### src/rtl/doa_pkg.sv
// Shared DOA-path types and sizes. Imported by peak_detect and weightblock.
package doa_pkg;

  localparam int unsigned ADDR_W = 10;
  localparam int unsigned FFT_W  = 14;

  typedef logic [ADDR_W-1:0] addr_t;

  typedef struct packed {
    logic signed [FFT_W-1:0] re;
    logic signed [FFT_W-1:0] im;
  } fft_word_t;

  // |X|^2 never exceeds 2*2^(2*FFT_W-2), so 2*FFT_W bits hold it unsigned.
  typedef logic [2*FFT_W-1:0] mag_t;

  typedef enum logic [1:0] {
    StIdle,
    StScan,
    StDrain,
    StDone
  } pd_state_t;

endpackage

### src/rtl/peak_detect_if.sv
// FFT_RAM read port and peak result bundle for peak_detect.
// Optional PEAK_THRESH_EN adds thresh/nodetect.
interface peak_detect_if;
  import doa_pkg::*;

  logic      start;
  fft_word_t ramq;
  addr_t     rdaddr;
  logic      busy;
  logic      detectdone;
  addr_t     maxbin;
  mag_t      maxmag;
`ifdef PEAK_THRESH_EN
  mag_t      thresh;
  logic      nodetect;
`endif

  modport master (
`ifdef PEAK_THRESH_EN
    output thresh,
    input  nodetect,
`endif
    output start, ramq,
    input  rdaddr, busy, detectdone, maxbin, maxmag
  );

  modport slave (
`ifdef PEAK_THRESH_EN
    input  thresh,
    output nodetect,
`endif
    input  start, ramq,
    output rdaddr, busy, detectdone, maxbin, maxmag
  );

endinterface

### src/rtl/mag_sq.sv
// Registered |X|^2 = re^2 + im^2 with one clock of latency; valid and bin tag ride along.
module mag_sq
  import doa_pkg::*;
(
  input  logic      clk,
  input  logic      reset,
  input  fft_word_t word,
  input  logic      word_valid,
  input  addr_t     word_tag,
  output mag_t      mag,
  output logic      mag_valid,
  output addr_t     mag_tag
);

  logic signed [2*FFT_W-1:0] re_x, im_x, re_sq, im_sq;
  mag_t mag_d;

  always_comb begin
    re_x  = {{FFT_W{word.re[FFT_W-1]}}, word.re};
    im_x  = {{FFT_W{word.im[FFT_W-1]}}, word.im};
    re_sq = re_x * re_x;
    im_sq = im_x * im_x;
    mag_d = mag_t'(re_sq) + mag_t'(im_sq);
  end

  always_ff @(posedge clk or posedge reset) begin
    if (reset) begin
      mag       <= '0;
      mag_valid <= 1'b0;
      mag_tag   <= '0;
    end else begin
      mag       <= mag_d;
      mag_valid <= word_valid;
      mag_tag   <= word_tag;
    end
  end

endmodule

### src/rtl/peak_detect.sv
// Scans FFT_RAM bins BIN_LO..BIN_HI and reports the strongest bin and its |X|^2.
// Define PEAK_THRESH_EN to gate detectdone with a minimum-magnitude threshold (nodetect).
module peak_detect
  import doa_pkg::*;
#(
  parameter int unsigned BIN_LO = 1,
  parameter int unsigned BIN_HI = 511,
  parameter int unsigned RD_LAT = 2
) (
  input logic          clk,
  input logic          reset,
  peak_detect_if.slave bus
);

  // Drain covers RAM latency, the mag_sq register and the compare register.
  localparam int unsigned DRAIN_CYC = RD_LAT + 2;
  localparam int unsigned CNT_W     = $clog2(DRAIN_CYC + 1);
  localparam addr_t       BIN_LO_A  = addr_t'(BIN_LO);
  localparam addr_t       BIN_HI_A  = addr_t'(BIN_HI);

  pd_state_t        state_q, state_d;
  addr_t            rdaddr_q, rdaddr_d;
  logic [CNT_W-1:0] drain_q, drain_d;
  mag_t             best_q, best_d;
  addr_t            bestbin_q, bestbin_d;
  mag_t             maxmag_q, maxmag_d;
  addr_t            maxbin_q, maxbin_d;

  logic [RD_LAT-1:0] vld_q;
  addr_t             tag_q [RD_LAT];

  mag_t  mag;
  logic  mag_valid;
  addr_t mag_tag;
  logic  done;

  mag_sq u_mag_sq (
    .clk        (clk),
    .reset      (reset),
    .word       (bus.ramq),
    .word_valid (vld_q[RD_LAT-1]),
    .word_tag   (tag_q[RD_LAT-1]),
    .mag        (mag),
    .mag_valid  (mag_valid),
    .mag_tag    (mag_tag)
  );

  always_comb begin
    state_d   = state_q;
    rdaddr_d  = rdaddr_q;
    drain_d   = drain_q;
    best_d    = best_q;
    bestbin_d = bestbin_q;
    maxmag_d  = maxmag_q;
    maxbin_d  = maxbin_q;

    // Bins arrive in ascending order, so strict > keeps the lower bin on ties.
    if (mag_valid && (mag > best_q)) begin
      best_d    = mag;
      bestbin_d = mag_tag;
    end

    unique case (state_q)
      StIdle: begin
        if (bus.start) begin
          state_d   = StScan;
          rdaddr_d  = BIN_LO_A;
          best_d    = '0;
          bestbin_d = BIN_LO_A;
        end
      end
      StScan: begin
        if (rdaddr_q == BIN_HI_A) begin
          state_d = StDrain;
          drain_d = '0;
        end else begin
          rdaddr_d = rdaddr_q + 1'b1;
        end
      end
      StDrain: begin
        if (drain_q == CNT_W'(DRAIN_CYC - 1)) begin
          state_d  = StDone;
          maxbin_d = bestbin_q;
          maxmag_d = best_q;
        end else begin
          drain_d = drain_q + 1'b1;
        end
      end
      StDone:  state_d = StIdle;
      default: state_d = StIdle;
    endcase
  end

  always_ff @(posedge clk or posedge reset) begin
    if (reset) begin
      state_q   <= StIdle;
      rdaddr_q  <= BIN_LO_A;
      drain_q   <= '0;
      best_q    <= '0;
      bestbin_q <= BIN_LO_A;
      maxmag_q  <= '0;
      maxbin_q  <= '0;
    end else begin
      state_q   <= state_d;
      rdaddr_q  <= rdaddr_d;
      drain_q   <= drain_d;
      best_q    <= best_d;
      bestbin_q <= bestbin_d;
      maxmag_q  <= maxmag_d;
      maxbin_q  <= maxbin_d;
    end
  end

  // Valid/tag shift register tracks each issued address through the RAM read latency.
  always_ff @(posedge clk or posedge reset) begin
    if (reset) begin
      vld_q <= '0;
      for (int i = 0; i < RD_LAT; i++) tag_q[i] <= '0;
    end else begin
      vld_q[0] <= (state_q == StScan);
      tag_q[0] <= rdaddr_q;
      for (int i = 1; i < RD_LAT; i++) begin
        vld_q[i] <= vld_q[i-1];
        tag_q[i] <= tag_q[i-1];
      end
    end
  end

  assign done       = (state_q == StDone);
  assign bus.rdaddr = rdaddr_q;
  assign bus.busy   = (state_q != StIdle);
  assign bus.maxbin = maxbin_q;
  assign bus.maxmag = maxmag_q;

`ifdef PEAK_THRESH_EN
  logic below;
  assign below          = (best_q < bus.thresh);
  assign bus.detectdone = done & ~below;
  assign bus.nodetect   = done & below;
`else
  assign bus.detectdone = done;
`endif

endmodule

### src/flat_wrapper.sv
// flat-port wrapper written by rule: the top's interface ports become plain ports
module peak_detect_flat import doa_pkg::*;
#(
  parameter int unsigned BIN_LO = 1,
  parameter int unsigned BIN_HI = 511,
  parameter int unsigned RD_LAT = 2
)
  (clk, reset, bus_start, bus_ramq, bus_rdaddr, bus_busy, bus_detectdone, bus_maxbin, bus_maxmag);
  peak_detect_if bus_i ();
  input logic clk;
  input logic reset;
  input wire logic [$bits(bus_i.start)-1:0] bus_start;
  input wire logic [$bits(bus_i.ramq)-1:0] bus_ramq;
  output wire logic [$bits(bus_i.rdaddr)-1:0] bus_rdaddr;
  output wire logic [$bits(bus_i.busy)-1:0] bus_busy;
  output wire logic [$bits(bus_i.detectdone)-1:0] bus_detectdone;
  output wire logic [$bits(bus_i.maxbin)-1:0] bus_maxbin;
  output wire logic [$bits(bus_i.maxmag)-1:0] bus_maxmag;
  assign bus_i.start = bus_start;
  assign bus_i.ramq = bus_ramq;
  assign bus_rdaddr = bus_i.rdaddr;
  assign bus_busy = bus_i.busy;
  assign bus_detectdone = bus_i.detectdone;
  assign bus_maxbin = bus_i.maxbin;
  assign bus_maxmag = bus_i.maxmag;
  peak_detect #(.BIN_LO(BIN_LO), .BIN_HI(BIN_HI), .RD_LAT(RD_LAT)) u_core (.clk(clk), .reset(reset), .bus(bus_i));
endmodule
### config.mk
export PLATFORM = sky130hd
export DESIGN_NAME = peak_detect_flat
export DESIGN_NICKNAME = d
export VERILOG_FILES = /design/src/rtl/doa_pkg.sv /design/src/rtl/peak_detect_if.sv /design/src/rtl/mag_sq.sv /design/src/rtl/peak_detect.sv /design/src/flat_wrapper.sv
export SDC_FILE = /design/constraint.sdc
export NUM_CORES = 1
export LEC_CHECK = 0
export ABC_AREA = 1
export ABC_CLOCK_PERIOD_IN_PS = 4900
export BUFFER_PORTS_ARGS = -buffer_cell sky130_fd_sc_hd__buf_2
export CORE_MARGIN = 2
export CORE_UTILIZATION = 45
export CTS_CLUSTER_DIAMETER = 120
export DETAILED_ROUTE_END_ITERATION = 16
export SYNTH_ARGS = -nofsm -noshare
export SYNTH_HDL_FRONTEND = slang
export SYNTH_SLANG_ARGS = --single-unit
### constraint.sdc
create_clock -name clk -period 4.9 [get_ports clk]
set_input_delay 0.245 -clock clk [delete_from_list [all_inputs] [get_ports clk]]
set_output_delay 0.245 -clock clk [all_outputs]
set_load 0.01 [all_outputs]
* After elaboration in Yosys (flattened, before gate mapping) *
Cells that the tools add are included.

operators by class
  add/sub/neg operators = 3
  multipliers = 2
  order comparisons = 1
  equal/unequal tests = 10
  muxes and demuxes = 16
  reductions and logical operators = 9

operator list
  kind                                                    number
  two-way mux 28 bit                                      3
  multiplier 14 x 14 -> 28 bit                            2
  two-way mux 10 bit                                      5
  adder 28 bit                                            1
  greater-than comparator 28 bit                          1
  one-hot mux 10 bit (2 select lines)                     1
  adder 10 x 1 -> 10 bit (second input constant)          1
  == test 10 x 9 -> 1 bit (second input constant)         1
  AND reduction 3 bit                                     3
  one-hot mux 2 bit (4 select lines)                      1
  two-way mux 2 bit                                       3
  two-way mux 3 bit                                       2
  inequality test 2 bit (second input constant)           3
  one-hot mux 3 bit (2 select lines)                      1
  nonzero test 2 bit                                      3
  == test 2 bit (second input constant)                   2
  inequality test 2 x 1 -> 1 bit (second input constant)  2
  adder 3 x 1 -> 3 bit (second input constant)            1
  == test 3 x 2 -> 1 bit (second input constant)          1
  == test 2 x 1 -> 1 bit (second input constant)          1
  zero test 2 bit                                         1
  AND reduction 2 bit                                     1
  logical AND 1 bit                                       1

storage, ports and cells
  register bits after elaboration = 152
  input port bits = 31
  output and inout bits = 50
  logic and storage cells = 54

* Depth between registers and ports, before layout *
  depth after elaboration = 5
  depth in mapped cells = 30
  mapped depth without buffers = 29

* Hierarchy *
From an unflattened synthesis, not the netlist that was laid out.

unflattened totals
  cell total of the unflattened synthesis = 2,253
  area total of the unflattened synthesis = 20,525.9 um2

by module, submodules not included
  module       times used  cells each  area an instance (um2)  sequential area each (um2)
  mag_sq       1           1,625       14,950.6                975.9
  peak_detect  1           628         5,575.3                 2,830.2

* Worst setup path after synthesis *
No wires, ideal clock.

  path type = input port to flip-flop
  start point = input port bus_ramq[13]
  end point = register u_core.u_mag_sq.mag[23]
  setup time = 121 ps
  data arrival time = 6,299 ps
  data required time = 4,779 ps
  setup slack = -1,520 ps
  cell stages on the path = 23
  path buffers = 1
  cell sequence = clkbuf_1 > nand2_1 > inv_1 > fa_1 > inv_1 > fa_1 > inv_1 > fa_1 > fa_1 > fa_1 > fa_1 > inv_1 > fa_1 > fa_1 > inv_1 > ha_1 > a21oi_1 > o21ai_0 > a21oi_1 > o21ai_1 > and2_1 > o21bai_1 > nand2_1

between the ends
  cells in the longest elaborated chain, start to end = 2

RTL lines
  item                           RTL line            source
  start, declared                flat_wrapper.sv:13  input wire logic [$bits(bus_i.ramq)-1:0] bus_ramq;
  multiplier 14 x 14 -> 28 bit   mag_sq.sv:22        im_sq = im_x * im_x;
  adder 28 bit                   mag_sq.sv:23        mag_d = mag_t'(re_sq) + mag_t'(im_sq);
  via u_core.u_mag_sq.mag_d[23]  mag_sq.sv:16        mag_t mag_d;
  end signal, assigned           mag_sq.sv:32        mag <= mag_d;
  end, declared                  mag_sq.sv:10        output mag_t mag,

The timed path passes the listed nets, and every way through them passes these cells.
A chain may end at the register's enable or synchronous reset.

* Worst setup path after layout *
  start point = input port bus_ramq[0]
  end point = register u_core.u_mag_sq.mag[24]

Same word-level chain as after synthesis.

==> summary.md <==
| Metric | Value |
|---|---|
| Detailed-route vias per instance | 4.75 |
| CTS sink count | 152 |
| Routed len/inst | 15.6 µm |
| Status | finished, violations left |
| Final Max Tran Viols | 0 |
| Port Buffers | 80 |
| Hold buffer count at cts | 0 |
| Commonest non-fill, non-tap cell in the layout | inv_1 |
| CP Buf/Inv Count | 7 |
| Core area | 0.0443 mm² |
| Final net count | 3119 |
| Pin count of the biggest net entering global routing | 98 |
| Die Height | 216 µm |
| Violated checks | hold timing, setup timing |
| RSZ-0062 raised after global routing | yes |
| Fillers | 3887 |
| Fin. Hold Viols | 6 |
| Clock root buffer | clkbuf_16 |
| Die W | 216 µm |
| Initial antenna violation count | 0 |
| Startpoint types | input port |
| # diodes | 0 |
| # IOs | 81 |
| Layout cell share with drive strength beyond 1 | 26.3% |
| Min Tclk post-route | 5.60 ns |
| GR Overflow Total | 0 |
| WP data arrival | 5.94 ns |
| Num CTS Buffers | 17 |
| Rel. slew slack | 26.7% |
| Mean area per synthesized cell | 9.12 µm² |
| Crit path max-delay family | adder cells |
| Clk buf depth | 2 |
| Crit path kind | input port to register |
| Ys Warns | 0 |
| Hold Slack | -0.0113 ns |
| Synth Cell Area | 0.0202 mm² |
| CP max stage delay | 0.55 ns |
| Main synth FF type | dfrtp_1 |
| First-pass GRT wire length | 81.9 mm |
| Seq/Total Area, Yosys | 18.8% |
| DR iter-0 viols | 691 |
| Htree depth | 4 |
| Max_cap viols | 0 |
| Post-Syn Instances | 2217 |
| Ys async rst share | 100% |
| CP cell instances | buf_8, buf_12, nand2_8, clkinvlp_4, buf_4, fa_1, inv_1, fa_1, inv_1, fa_1, fa_1, fa_1, fa_1, fa_1, ha_4, ha_4, nand2_2, nor2_2, inv_1, nor3_2, nand4_1, nand3_1, xor2_1 |
| Number of synthesized flops with an enable pin | 0 |
| # rows | 77 |
| Max frequency | 178 MHz |
| Worst R2R Setup Slack | 2.06 ns |
| Worst Path Required | 5.23 ns |
| Critical path endpoint category | register |
| CP Max Fanout | 6 |
| Cell mode on critical path | fa_1 |
| Clock Skew | 0.00711 ns |
| Synth Net Count | 2804 |
| Initial DRT Pass Iterations | 5 |
| Starting Density | 45.6% |
| Clock latency on the worst-skew pair | 0.42 ns |
| Vias in the first global route | 16276 |
| Final GP Congestion | 0.913 |
| Detailed Place HPWL | 41.4 mm |
| Fin Setup TNS | -9.50 ns |
| Final worst setup slack | -0.703 ns |
| Clock transition at path regs | 0.06 ns |
| CP max-delay cell | fa_1 |
| CTS tree | yes |
| Worst slew pin tran | 1.10 ns |
| Area grow syn2layout | 26.2% |
| Die area | 0.0466 mm² |
| Most frequent cells in the layout | 577 x inv_1, 357 x fa_1, 339 x nand2_1 |
| Number of synthesized register bits | 152 |
| Final wirelength | 49.1 mm |
| Antenna Nets Post-Route | 0 |
| DR DRC count | 0 |
| HP Class | input port to async pin |
| Via Count | 14911 |
| Unique masters post-synth | 39 |
| Setup violators final | 20 |
| GRT Resource Usage Total | 22.4% |
| Final period util | 114% |
synth_stat cells, types with 8 or more instances:
| cell type | number | share of area [%] |
|---|---|---|
| fa_1 | 402 | 40 |
| xor2_1 | 27 | 1.2 |
| a21oi_1 | 79 | 2.0 |
| nand4_1 | 8 | 0.25 |
| inv_1 | 634 | 12 |
| nand2_1 | 394 | 7.3 |
| ha_1 | 154 | 9.5 |
| nor2_1 | 98 | 1.8 |
| mux2_2 | 11 | 0.61 |
| dfrtp_1 | 150 | 19 |
| clkbuf_1 | 48 | 0.89 |
| buf_2 | 8 | 0.20 |
| o21ai_0 | 50 | 1.2 |
| nor3_1 | 8 | 0.20 |
| xnor2_1 | 12 | 0.52 |
| nand3_1 | 77 | 1.9 |
through the flow:
stage          instance area (µm²)  instances  setup slack (ns)  utilization, %  hold slack, ns
2_1_floorplan                20900       2217             -1.01               -           0.331
3_5_place_dp                 23500       3065             -1.51            52.9           0.335
4_1_cts                      25000       3119            -0.679            56.4          0.0306
5_1_grt                      25500       3137            -0.853            57.6          0.0561
3_3_place_gp                 23500       3065             -1.45            52.9           0.333
6_report                     25500       3137            -0.703            57.6         -0.0113
metal layers:
metal / global-route usage (%) / part of all wire (%)
met5: 0 / 0
met4: 6.53 / 3.0
met3: 2.68 / 3.5
met2: 40.6 / 53
met1: 28.0 / 41
cell families (layout without fill, tap and decap cells):
kind of cell	count (synthesis)	count (layout)	synth area share (%)
muxes	12	12	0.662
buffers and inverters	699	1027	13.2
adders and majority gates	556	556	49.3
AOI/OAI and AO/OA	154	154	4.05
xor gates and xnor gates	39	39	1.69
and+or+nand+nor	605	605	12.2
DFF	152	152	18.8
cell type report:
type | count | area, µm² | area share (%)
Sequential cell | 152 | 3810 | 14.9
Clock buffer | 18 | 439 | 1.72
Clock inverter | 14 | 183 | 0.716
Inverter | 635 | 2390 | 9.39
Multi-Input combinational cell | 1366 | 15000 | 58.6
Timing Repair Buffer | 360 | 2990 | 11.7
Tap cell | 592 | 741 | 2.90
timing repair:
| item | in CTS | in global routing |
|---|---|---|
| pin swaps | 115 | 134 |
| endpoints found under the setup margin | 21 | 21 |
| cloned | 1 | 0 |
| resized for setup | 188 | 124 |
| setup buffers | 21 | 22 |
registers in the layout, summed over array words and instances (netlist names), 2 cells and up:
name,flops
u_core.bus.maxbin,10
u_core.bestbin_q,10
u_core.drain_q,3
u_core.bus.maxmag,28
u_core.tag_q,20
u_core.u_mag_sq.mag,28
u_core.best_q,28
u_core.u_mag_sq.mag_tag,10
u_core.bus.rdaddr,10
u_core.vld_q,2
u_core.state_q,2
final timing paths:
path | from | to | depth (start not counted)
max | bus_ramq[0] | u_core.u_mag_sq.mag[24] | 23
min | reset | u_core.bus.maxbin[4] | 2
max reg2reg | u_core.best_q[11] | u_core.best_q[18] | 12
min reg2reg | u_core.tag_q[2] | u_core.u_mag_sq.mag_tag[2] | 0
max in group asynchronous | reset | u_core.bus.maxmag[1] | 3
min in group clk | bus_start | u_core.bus.rdaddr[0] | 4
Power is left out: the tool's default activity adds up to more than one toggle a clock period on the data nets, which glitch-free logic cannot reach.
